===== src/rtl/instruction_fetch_if.sv =====
// Instruction ROM read port between the fetch stage (master) and the ROM (slave).
// Addresses are launched combinationally and data comes back one clock later.
interface instruction_fetch_if #(
    parameter int PC_W    = 8,
    parameter int INSTR_W = 24
);
    logic [PC_W-1:0]    imem_addr;
    logic               imem_en;
    logic [INSTR_W-1:0] imem_data;

    modport master (
        output imem_addr,
        output imem_en,
        input  imem_data
    );

    modport slave (
        input  imem_addr,
        input  imem_en,
        output imem_data
    );
endinterface


===== src/rtl/instruction_fetch.sv =====
// ProtoCore fetch stage: owns the PC, drives a 1-cycle-latency instruction ROM and
// registers each fetched word into the IR, squashing the wrong-path word on a redirect.
module instruction_fetch #(
    parameter int              PC_W     = 8,
    parameter int              INSTR_W  = 24,
    parameter logic [PC_W-1:0] RESET_PC = '0
) (
    input  logic               clk,
    input  logic               rst,
    input  logic               stall,
    input  logic               pc_overwrite,
    input  logic [PC_W-1:0]    target_addr,
    input  logic               halt_req,
    instruction_fetch_if.master imem,
    output logic [INSTR_W-1:0] instruction,
    output logic               instr_valid,
    output logic [PC_W-1:0]    pc,
    output logic               halted
);

    typedef enum logic [1:0] {
        S_PRIME,
        S_RUN,
        S_HALT
    } state_t;

    state_t             state, state_nxt;
    logic [PC_W-1:0]    fetch_pc, fetch_pc_nxt;
    logic               fetch_valid, fetch_valid_nxt;
    logic [INSTR_W-1:0] instruction_nxt;
    logic               instr_valid_nxt;
    logic [PC_W-1:0]    pc_nxt;
    logic               halted_nxt;

    // fetch_pc is the address whose word is on imem_data in the current cycle.
    always_ff @(posedge clk or negedge rst) begin
        if (!rst) begin
            state       <= S_PRIME;
            fetch_pc    <= RESET_PC;
            fetch_valid <= 1'b0;
            instruction <= '0;
            instr_valid <= 1'b0;
            pc          <= '0;
            halted      <= 1'b0;
        end else begin
            // NOTE: sequential state uses non-blocking assignments so every register
            // samples the pre-edge values, independent of statement order.
            state       <= state_nxt;
            fetch_pc    <= fetch_pc_nxt;
            fetch_valid <= fetch_valid_nxt;
            instruction <= instruction_nxt;
            instr_valid <= instr_valid_nxt;
            pc          <= pc_nxt;
            halted      <= halted_nxt;
        end
    end

    always_comb begin
        // NOTE: every output of this block gets a default first, so no path can
        // leave a signal unassigned and infer a latch.
        state_nxt       = state;
        fetch_pc_nxt    = fetch_pc;
        fetch_valid_nxt = fetch_valid;
        instruction_nxt = instruction;
        instr_valid_nxt = instr_valid;
        pc_nxt          = pc;
        halted_nxt      = halted;
        imem.imem_addr  = fetch_pc;
        imem.imem_en    = 1'b0;

        unique case (state)
            S_PRIME: begin
                imem.imem_addr  = RESET_PC;
                imem.imem_en    = 1'b1;
                fetch_pc_nxt    = RESET_PC;
                fetch_valid_nxt = 1'b1;
                state_nxt       = S_RUN;
            end

            S_RUN: begin
                imem.imem_en = 1'b1;
                if (stall) begin
                    // Re-read the same address so imem_data is still valid on release.
                    imem.imem_addr = fetch_pc;
                end else if (halt_req && instr_valid) begin
                    imem.imem_en    = 1'b0;
                    state_nxt       = S_HALT;
                    halted_nxt      = 1'b1;
                    instruction_nxt = '0;
                    instr_valid_nxt = 1'b0;
                end else if (pc_overwrite && instr_valid) begin
                    // The word arriving now is wrong-path: drop it and fetch the target.
                    imem.imem_addr  = target_addr;
                    instruction_nxt = '0;
                    instr_valid_nxt = 1'b0;
                    fetch_pc_nxt    = target_addr;
                    fetch_valid_nxt = 1'b1;
                end else begin
                    imem.imem_addr  = fetch_pc + 1'b1;
                    instruction_nxt = imem.imem_data;
                    pc_nxt          = fetch_pc;
                    instr_valid_nxt = fetch_valid;
                    fetch_pc_nxt    = fetch_pc + 1'b1;
                end
            end

            S_HALT: begin
                instruction_nxt = '0;
                instr_valid_nxt = 1'b0;
                halted_nxt      = 1'b1;
            end

            default: begin
                state_nxt = S_PRIME;
            end
        endcase
    end

endmodule


===== src/flat_wrapper.sv =====
// flat-port wrapper written by rule: the top's interface ports become plain ports
module instruction_fetch_flat 
#(
    parameter int              PC_W     = 8,
    parameter int              INSTR_W  = 24,
    parameter logic [PC_W-1:0] RESET_PC = '0
)
  (clk, rst, stall, pc_overwrite, target_addr, halt_req, instruction, instr_valid, pc, halted, imem_imem_addr, imem_imem_en, imem_imem_data);
  instruction_fetch_if #(.PC_W(PC_W), .INSTR_W(INSTR_W)) imem_i ();
  input  logic clk;
  input  logic rst;
  input  logic stall;
  input  logic pc_overwrite;
  input  logic [PC_W-1:0] target_addr;
  input  logic halt_req;
  output logic [INSTR_W-1:0] instruction;
  output logic instr_valid;
  output logic [PC_W-1:0] pc;
  output logic halted;
  output wire logic [$bits(imem_i.imem_addr)-1:0] imem_imem_addr;
  output wire logic [$bits(imem_i.imem_en)-1:0] imem_imem_en;
  input wire logic [$bits(imem_i.imem_data)-1:0] imem_imem_data;
  assign imem_imem_addr = imem_i.imem_addr;
  assign imem_imem_en = imem_i.imem_en;
  assign imem_i.imem_data = imem_imem_data;
  instruction_fetch #(.PC_W(PC_W), .INSTR_W(INSTR_W), .RESET_PC(RESET_PC)) u_core (.clk(clk), .rst(rst), .stall(stall), .pc_overwrite(pc_overwrite), .target_addr(target_addr), .halt_req(halt_req), .imem(imem_i), .instruction(instruction), .instr_valid(instr_valid), .pc(pc), .halted(halted));
endmodule

===== config.mk =====
export PLATFORM = sky130hd
export DESIGN_NAME = instruction_fetch_flat
export DESIGN_NICKNAME = d
export VERILOG_FILES = /design/src/rtl/instruction_fetch_if.sv /design/src/rtl/instruction_fetch.sv /design/src/flat_wrapper.sv
export SDC_FILE = /design/constraint.sdc
export NUM_CORES = 1
export LEC_CHECK = 0
export ABC_CLOCK_PERIOD_IN_PS = 3000
export CAP_MARGIN = 40
export CELL_PAD_IN_SITES_DETAIL_PLACEMENT = 1
export CELL_PAD_IN_SITES_GLOBAL_PLACEMENT = 1
export CORE_MARGIN = 4
export CORE_UTILIZATION = 35
export DETAILED_ROUTE_END_ITERATION = 6
export PLACE_DENSITY_LB_ADDON = 0.1
export SLEW_MARGIN = 20
export SYNTH_ARGS = -nofsm -noshare
export SYNTH_HDL_FRONTEND = slang
export SYNTH_SLANG_ARGS = --single-unit
export TNS_END_PERCENT = 100

===== constraint.sdc =====
create_clock -name clk -period 3 [get_ports clk]
set_input_delay 0.3 -clock clk [delete_from_list [all_inputs] [get_ports clk]]
set_output_delay 0.3 -clock clk [all_outputs]
set_load 0.02 [all_outputs]

## Yosys cells after proc, flatten, opt, wreduce, memory -nomap -nowiden

Cells that the tools add are included.

- Bits of input ports: 37
- Register bits after elaboration: 45
- Logic and storage cells: 53

- Reduce and logical (&&, ||, !) cells: 10
- $add $sub $neg: 1
- Bitwise operators: 4
- Muxes and demuxes: 25
- Equality and inequality tests: 6

Operator list:

| cell | count |
|---|---|
| 2-to-1 mux 24 bit | 3 |
| one-hot mux 24 bit (2 select lines) | 1 |
| 2-to-1 mux 8 bit | 3 |
| one-hot mux 8 bit (2 select lines) | 1 |
| 2-to-1 mux 1 bit | 10 |
| adder 8 x 1 -> 8 bit, second input constant | 1 |
| one-hot mux 1 bit (2 select lines) | 4 |
| AND reduction 4 bit | 2 |
| one-hot mux 2 bit (3 select lines) | 1 |
| AND reduction 3 bit | 2 |
| 2-to-1 mux 2 bit | 2 |
| != test 2 x 1 -> 1 bit, second input constant | 2 |
| != test 2 bit, second input constant | 2 |
| NOT 1 bit | 4 |
| nonzero test 2 bit | 2 |
| equality test 2 x 1 -> 1 bit, second input constant | 1 |
| equality test 2 bit, second input constant | 1 |
| logical AND 1 bit | 2 |
| logical NOT 2 bit | 1 |
| AND reduction 2 bit | 1 |

## Longest topological paths before layout

Gate-level depths: netlist (run 1).

- Word-level depth: 5
- Depth in mapped cells: 6

## Worst setup path before layout (run 1)

OpenSTA, ideal clock, no wires.

- Path kind: flip-flop to output port
- From: reg u_core.instr_valid
- To: out imem_imem_addr[6]
- Stages on the path, launching flop included: 6
- Data arrival time: 1.726 ns
- Required time: 2.700 ns
- Path slack: 0.974 ns
- Path through: dfrtp_1 buf_6 nand2_1 clkbuf_1 o22ai_1 a211oi_1

- Cells in the longest elaborated chain, start to end: 5
- Elaborated cells on any way between the ends: 6

Ends and longest elaborated chain:

| element | RTL line | RTL |
|---|---|---|
| start, declared | instruction_fetch.sv:16 | `output logic instr_valid,` |
| start signal, assigned | instruction_fetch.sv:52 | `instr_valid <= instr_valid_nxt;` |
| logical AND 1 bit | instruction_fetch.sv:91 | `end else if (pc_overwrite && instr_valid) begin` |
| 2-to-1 mux 8 bit | instruction_fetch.sv:91 |  |
| 2-to-1 mux 8 bit * | instruction_fetch.sv:85 | `end else if (halt_req && instr_valid) begin` |
| 2-to-1 mux 8 bit * | - |  |
| one-hot mux 8 bit (2 select lines) * | - |  |
| end, declared | flat_wrapper.sv:20 | `output wire logic [$bits(imem_i.imem_addr)-1:0] imem_imem_addr;` |

Every way passes the cells marked *; elsewhere a longest branch is shown, timed or not.

## Worst setup path after layout (run 1)

- From: in halt_req
- To: out imem_imem_addr[5]

- Cells in the longest elaborated chain, start to end: 4

Ends and longest elaborated chain:

| element | RTL line | RTL |
|---|---|---|
| start, declared | flat_wrapper.sv:15 | `input logic halt_req;` |
| logical AND 1 bit | instruction_fetch.sv:85 |  |
| 2-to-1 mux 8 bit | instruction_fetch.sv:85 |  |
| 2-to-1 mux 8 bit | - |  |
| one-hot mux 8 bit (2 select lines) | - |  |

No other way between the ends.

==> run_results.csv, run 1 <==
group,metric,value,unit
run_status,status,"finished clean",
pwr,p_sw_share,31.9,%
cells_and_area,nFillCells,579,
pwr,clockPowerShare,22.7,%
sta,slew_violations,0,
grt,grt_max_degree,34,
pwr,leakage,0.00128,µW
setup_path,path_common_cell,"clkdlybuf4s50_1",
logic_synthesis,ys_async_sr_fraction,100,%
grt,grt_remaining_overflow,0,
logic_synthesis,synth-edff-count,0,
cts,cts_sinks,45,
logic_synthesis,yosysUniqueCellTypes,39,
logic_synthesis,netlist_instances,156,
sta,setup_viol,0,
sta,tns,0,ps
pwr,power_density,693,nW/µm²
placement,io_buffer_count,79,
logic_synthesis,synth.area.top_cells,"dfrtp_1 (57%), a22o_1 (12%), mux2_4 (3.8%)",
cts,cts-buffers-inserted,5,
cells_and_area,final_layout_size_suffix_gt1_share,11.0,%
floorplanning,initial_utilization,35.9,%
placement,dpl.hpwl,4190,µm
logic_synthesis,synth_area_leader_cell,"dfrtp_1",
sta,hold_viol,0,
setup_path,cp.required,2700,ps
logic_synthesis,ys_seq_area_share,57.0,%
routing,wl_per_cell,18.2,µm
floorplanning,fp.dieH,83.2,µm
logic_synthesis,synth_area_per_cell,12.7,µm²
floorplanning,die_x,83.2,µm
cts,htreeDepth,2,
setup_path,crit_chain,"clkdlybuf4s50_1, a211oi_4, nand2_4, a211o_1, o211ai_1, clkdlybuf4s50_1",
pwr,vdd_ir_drop_max,276,µV
routing,vias,1628,
floorplanning,die_area,6910,µm²
setup_path,critPathMaxStageDelay,660,ps
floorplanning,placementRows,27,
logic_synthesis,synth-main-ff-cell,"dfrtp_1",
cts,cts.path.max_buffers,2,
setup_path,critical_path_class,"in2out",
cts,clock_latency,290,ps
setup_path,critical_path.max_fanout,9,
setup_path,cp.arrival,2530,ps
cts,root_buffer,"clkbuf_8",
logic_synthesis,ys_seq_elements,45,
routing,viasPerCell,5.29,
min_path,hp-class,"reg2reg",
setup_path,cp_num_buf_inv,2,
pwr,p_switching,651,µW
cells_and_area,nNetsFinal,273,
setup_path,cp-start-kind,"input pin",
sta,finalClockSkew,5.77,ps
grt,antenna_found_initial,0,
sta,rsz0062_at_grt,"false",
pwr,p_seq_share,41.5,%
setup_path,critPathTopFamily,"buffers and inverters",
job,cap_violations,0,
floorplanning,core_area,5510,µm²
setup_path,end_kind,"output port",
floorplanning,pin_count,80,
grt,grt_pass1_wl,9290,µm
cells_and_area,final_util,53.5,%
logic_synthesis,yosysWarnings,0,
setup_path,slowest_stage,"clkdlybuf4s50_1",
logic_synthesis,syn_nets,194,
routing,ant_nets,0,
cts,path_clk_slew,80,ps
routing,first_pass_iters,4,
routing,wirelength,5610,µm
pwr,internal_power,1390,µW
cells_and_area,syn_to_final_growth,48.9,%
logic_synthesis,synth_area,1980,µm²
grt,grt_pass1_vias,1748,
sta,relSlewSlack,64.6,%
routing,drt-initial-drc-count,125,
logic_synthesis,synth_top_area_share,57.0,%
sta,tightest_slew,531,ps
pwr,power,2040,µW
pwr,pwr-share-comb,35.9,%
sta,max_freq,354,MHz
cts,cts_tree,"yes",
grt,gr-usage-all-layers,16.6,%
cts,cts_setup_buffers,0,
sta,finalCritPeriodShare,94.2,%
placement,place.gp.congestion,0.809,
sta,period_needed,2830,ps
cells_and_area,num_antenna_cells,0,
routing,drc_errors,0,
[flip-flops by register name, summed over array words and instances, names as in the netlist]
signal / count
u_core.fetch_valid: 1
u_core.instruction: 24
u_core.halted: 1
u_core.pc: 8
u_core.instr_valid: 1
u_core.fetch_pc: 8
u_core.state: 2
[kinds of logic after synthesis]
| kind of cell | after synthesis | synth area share, % |
|---|---|---|
| flip-flops | 45 | 57.0 |
| multiplexers | 11 | 7.03 |
| AO/OA/AOI/OAI | 61 | 23.4 |
| AND/OR/NAND/NOR | 25 | 7.41 |
| buffers and inverters | 13 | 4.62 |
| adder cells (fa/ha/maj) | 1 | 0.633 |
[final timing paths]
kind	cells past startpoint	endpoint	startpoint	slack (ps)
min in group asynchronous	2	u_core.state[0]	rst	490
max	6	imem_imem_addr[5]	halt_req	170
min reg2reg	1	u_core.fetch_valid	u_core.fetch_valid	470
min	1	u_core.fetch_valid	u_core.fetch_valid	470
max in group asynchronous	3	u_core.instruction[14]	rst	2010
max reg2reg	4	u_core.pc[1]	u_core.instr_valid	850
[power groups by stage]
stage	Sequential (µW)	Clock [µW]	Combinational, µW
3_3_place_gp	848	0	720
3_5_place_dp	856	0	735
4_1_cts	845	484	739
5_1_grt	865	507	779
2_1_floorplan	922	0	276
6_report	846	462	731
[what timing repair did]
action	4_1_cts	5_1_grt
gates resized for setup	0	3
hold endpoints to repair	17	0
endpoints found under the setup margin	0	3
hold buffers	1	0
[placed cells by master (no fill, tap or decap), drive strengths merged, types with 3 or more instances in the layout]
cell type,instances
a21oi,10
a22o,26
buf,3
clkbuf,7
clkdlybuf4s50,78
dfrtp,45
inv,3
mux2,8
mux2i,3
nand2,6
nand3,3
nand4,3
nor2,7
o21ai,6
o22ai,3
[per-layer routing]
metal | vias up | GRT usage [%] | share of wire, %
li1 | 746 | - | -
met1 | 834 | 21.3 | 43
met2 | 46 | 26.9 | 51
met3 | 2 | 5.46 | 5.4
met4 | 0 | 4.16 | 0.37
met5 | - | 0 | 0
[final cells by class]
class / instances / area (µm²) / area share (%)
timing repair buffer: 82 / 827 / 28.1
inverter: 3 / 11.3 / 0.382
tap: 72 / 90.1 / 3.06
clock buffer: 7 / 86.3 / 2.93
multi-input combinational: 98 / 773 / 26.3
sequential: 45 / 1130 / 38.2
clock inverter: 1 / 30.0 / 1.02
[metrics by stage]
step	instance area [µm²]	hold slack [ps]	setup slack (ps)	cells
floorplan	1980	4.41	974	156
global placement	2780	446	241	297
detailed placement	2810	277	189	299
CTS	2930	468	105	308
global route	2940	507	40.9	308
finish	2940	466	174	308
[cell usage after synthesis (all sizes together) (2+ instances only)]
library cell  number
a21oi             10
buf                9
inv                3
nand4              3
nand3              3
mux2               8
a21o               2
nand2              6
o21ai              6
a31oi              2
o21a               2
mux2i              3
a211oi             2
o31ai              2
a22o              26
dfrtp             45
nor2               7
o22ai              3
Power figures use the tool's default switching activity.
==> inputs of run 2 (changes only) <==
--- a/config.mk
+++ b/config.mk
@@ -10,9 +10,10 @@
 export CELL_PAD_IN_SITES_DETAIL_PLACEMENT = 1
 export CELL_PAD_IN_SITES_GLOBAL_PLACEMENT = 1
 export CORE_MARGIN = 4
-export CORE_UTILIZATION = 35
+export CORE_UTILIZATION = 25
 export DETAILED_ROUTE_END_ITERATION = 6
 export PLACE_DENSITY_LB_ADDON = 0.1
+export RECOVER_POWER = 50
 export SLEW_MARGIN = 20
 export SYNTH_ARGS = -nofsm -noshare
 export SYNTH_HDL_FRONTEND = slang
==> run 2 against run 1 <==
- critical path depth shrank 1
- core utilization shrank 15 points
- die area grew 36%
- highest routed layer unchanged
- critical path type is now reg2out
- maximum frequency rose by 3.6%
- non-clock buffer count increased by 1
- sequential power down 0.8%
- sequential share of layout area decreased by 0.15 points
- combinational power fell by 3.1%
- clock skew up 1.1 ps
- total power fell by 5.9%
- design area increased by 0.38%
- first-iteration DRC count decreased by 75%
==> run_results.csv, run 2 (same netlist as run 1, synthesis figures left out) <==
group,metric,value,unit
sta,hold_viol,0,
placement,io_buffer_count,79,
sta,tns,0,ps
cells_and_area,nNetsFinal,274,
placement,dpl.hpwl,4170,µm
pwr,vdd_ir_drop_max,261,µV
cts,cts.path.max_buffers,2,
routing,vias,1600,
pwr,leakage,0.00128,µW
sta,period_needed,2730,ps
cells_and_area,stdcell_count,338,
floorplanning,die_area,9390,µm²
pwr,power_density,649,nW/µm²
floorplanning,core_area,7730,µm²
routing,drt-initial-drc-count,31,
cells_and_area,num_antenna_cells,0,
grt,gr-usage-all-layers,12.3,%
cells_and_area,top_regs,"u_core.instruction (24), u_core.fetch_pc (8), u_core.pc (8)",
sta,tightest_slew,1100,ps
grt,grt_max_degree,29,
setup_path,end_kind,"output port",
sta,finalCritPeriodShare,91.0,%
cts,cts_setup_buffers,0,
setup_path,critPathMaxStageDelay,640,ps
grt,grt_remaining_overflow,0,
cts,cts_tree,"yes",
sta,rsz0062_at_grt,"false",
setup_path,slowest_stage,"clkdlybuf4s50_1",
cells_and_area,final_layout_size_suffix_gt1_share,10.2,%
cts,path_clk_slew,80,ps
routing,wl_per_cell,16.8,µm
floorplanning,pin_count,80,
cts,htreeDepth,2,
setup_path,critPathLaunch,"u_core.instr_valid",
cells_and_area,regMostFlops,"u_core.instruction",
sta,finalClockSkew,6.87,ps
cts,clock_latency,290,ps
cells_and_area,layout_common_cells,"clkdlybuf4s50_1 (62), dfrtp_1 (45), a22o_1 (26)",
cells_and_area,largest_reg_flops,24,
setup_path,cp-start-kind,"flip-flop",
run_status,status,"finished clean",
setup_path,crit_chain,"and2_2, nor4b_1, a21oi_1, o22ai_1, clkdlybuf4s50_1",
setup_path,cp.required,2700,ps
cts,cts_sinks,45,
cts,root_buffer,"clkbuf_8",
sta,max_freq,366,MHz
sta,slew_violations,0,
floorplanning,fp.dieH,96.9,µm
grt,antenna_found_initial,0,
placement,place_area,2860,µm²
routing,ant_nets,0,
cells_and_area,layout_commonest_cell,"clkdlybuf4s50_1",
setup_path,cp_num_buf_inv,1,
floorplanning,placementRows,32,
min_path,hp-start,"u_core.fetch_valid",
setup_path,critical_path.max_fanout,10,
cells_and_area,final_area,2960,µm²
setup_path,critPathTopFamily,"simple AND/OR/NAND/NOR gates",
setup_path,r2r-start,"u_core.instr_valid",
floorplanning,die_x,96.9,µm
floorplanning,initial_utilization,25.6,%
placement,dp.cells,330,
setup_path,cp.arrival,2430,ps
setup_path,critical_path_class,"reg2out",
routing,viasPerCell,4.73,
sta,relSlewSlack,26.7,%
routing,wirelength,5670,µm
job,cap_violations,0,
routing,first_pass_iters,4,
sta,setup_viol,0,
grt,grt_pass1_vias,1747,
routing,drc_errors,0,
cells_and_area,syn_to_final_growth,49.5,%
placement,place.gp.congestion,0.764,
min_path,hp-class,"reg2reg",
grt,grt_pass1_wl,9320,µm
cts,cts-buffers-inserted,5,
[run 2: cell types whose count changed in the layout (fill, tap and decap cells not counted)]
| cell | previous run | this run |
|---|---|---|
| buf_2 | 1 | 0 |
| a21oi_2 | 1 | 0 |
| clkdlybuf4s50_1 | 78 | 62 |
| bufinv_16 | 1 | 0 |
| nor4b_1 | 0 | 1 |
| a21oi_4 | 0 | 1 |
| clkbuf_1 | 1 | 2 |
| buf_4 | 0 | 2 |
| buf_6 | 1 | 0 |
| nor4b_2 | 1 | 0 |
| dlygate4sd3_1 | 1 | 17 |
[run 2: power breakdown]
group / total [µW] / internal, µW / switching (µW)
combinational: 708 / 368 / 340
sequential: 839 / 729 / 111
clock: 372 / 183 / 190
[run 2: layout make-up]
class	count	area [µm²]
clock buffers	7	86.3
fillers	831	4770
flip-flops and latches	45	1130
inverters	3	11.3
multi-input cells	98	774
well taps	102	128
repair buffers	83	830
[run 2: final timing paths]
path	endpoint	slack [ps]	cells past startpoint
max	imem_imem_addr[4]	270	5
min	u_core.fetch_valid	470	1
max reg2reg	u_core.pc[2]	1020	4
min reg2reg	u_core.fetch_valid	470	1
max in group asynchronous	u_core.instruction[21]	1560	3
min in group asynchronous	u_core.fetch_pc[4]	740	2
[run 2: repair_timing]
| item | CTS | global route |
|---|---|---|
| hold endpoints to repair | 17 | 0 |
| gates resized for setup | 0 | 2 |
| hold buffers | 1 | 0 |
| setup endpoints to repair | 0 | 2 |
[run 2: per-layer routing]
layer | share of wire (%) | track usage, % | vias to the layer above
met5 | 0 | 0 | -
met1 | 45 | 15.9 | 801
met2 | 48 | 20.0 | 46
met4 | 1.4 | 3.67 | 0
met3 | 4.9 | 3.46 | 7
li1 | - | - | 746
[run 2: stage by stage]
step | hold slack, ps | power (µW) | setup slack [ps] | utilization, %
2_1_floorplan | 4.41 | 1200 | 974 | -
3_3_place_gp | 445 | 1580 | 278 | 36.6
3_5_place_dp | 275 | 1590 | 258 | 37.0
4_1_cts | 475 | 1980 | 123 | 38.2
5_1_grt | 497 | 2030 | 116 | 38.2
6_report | 468 | 1920 | 271 | 38.2
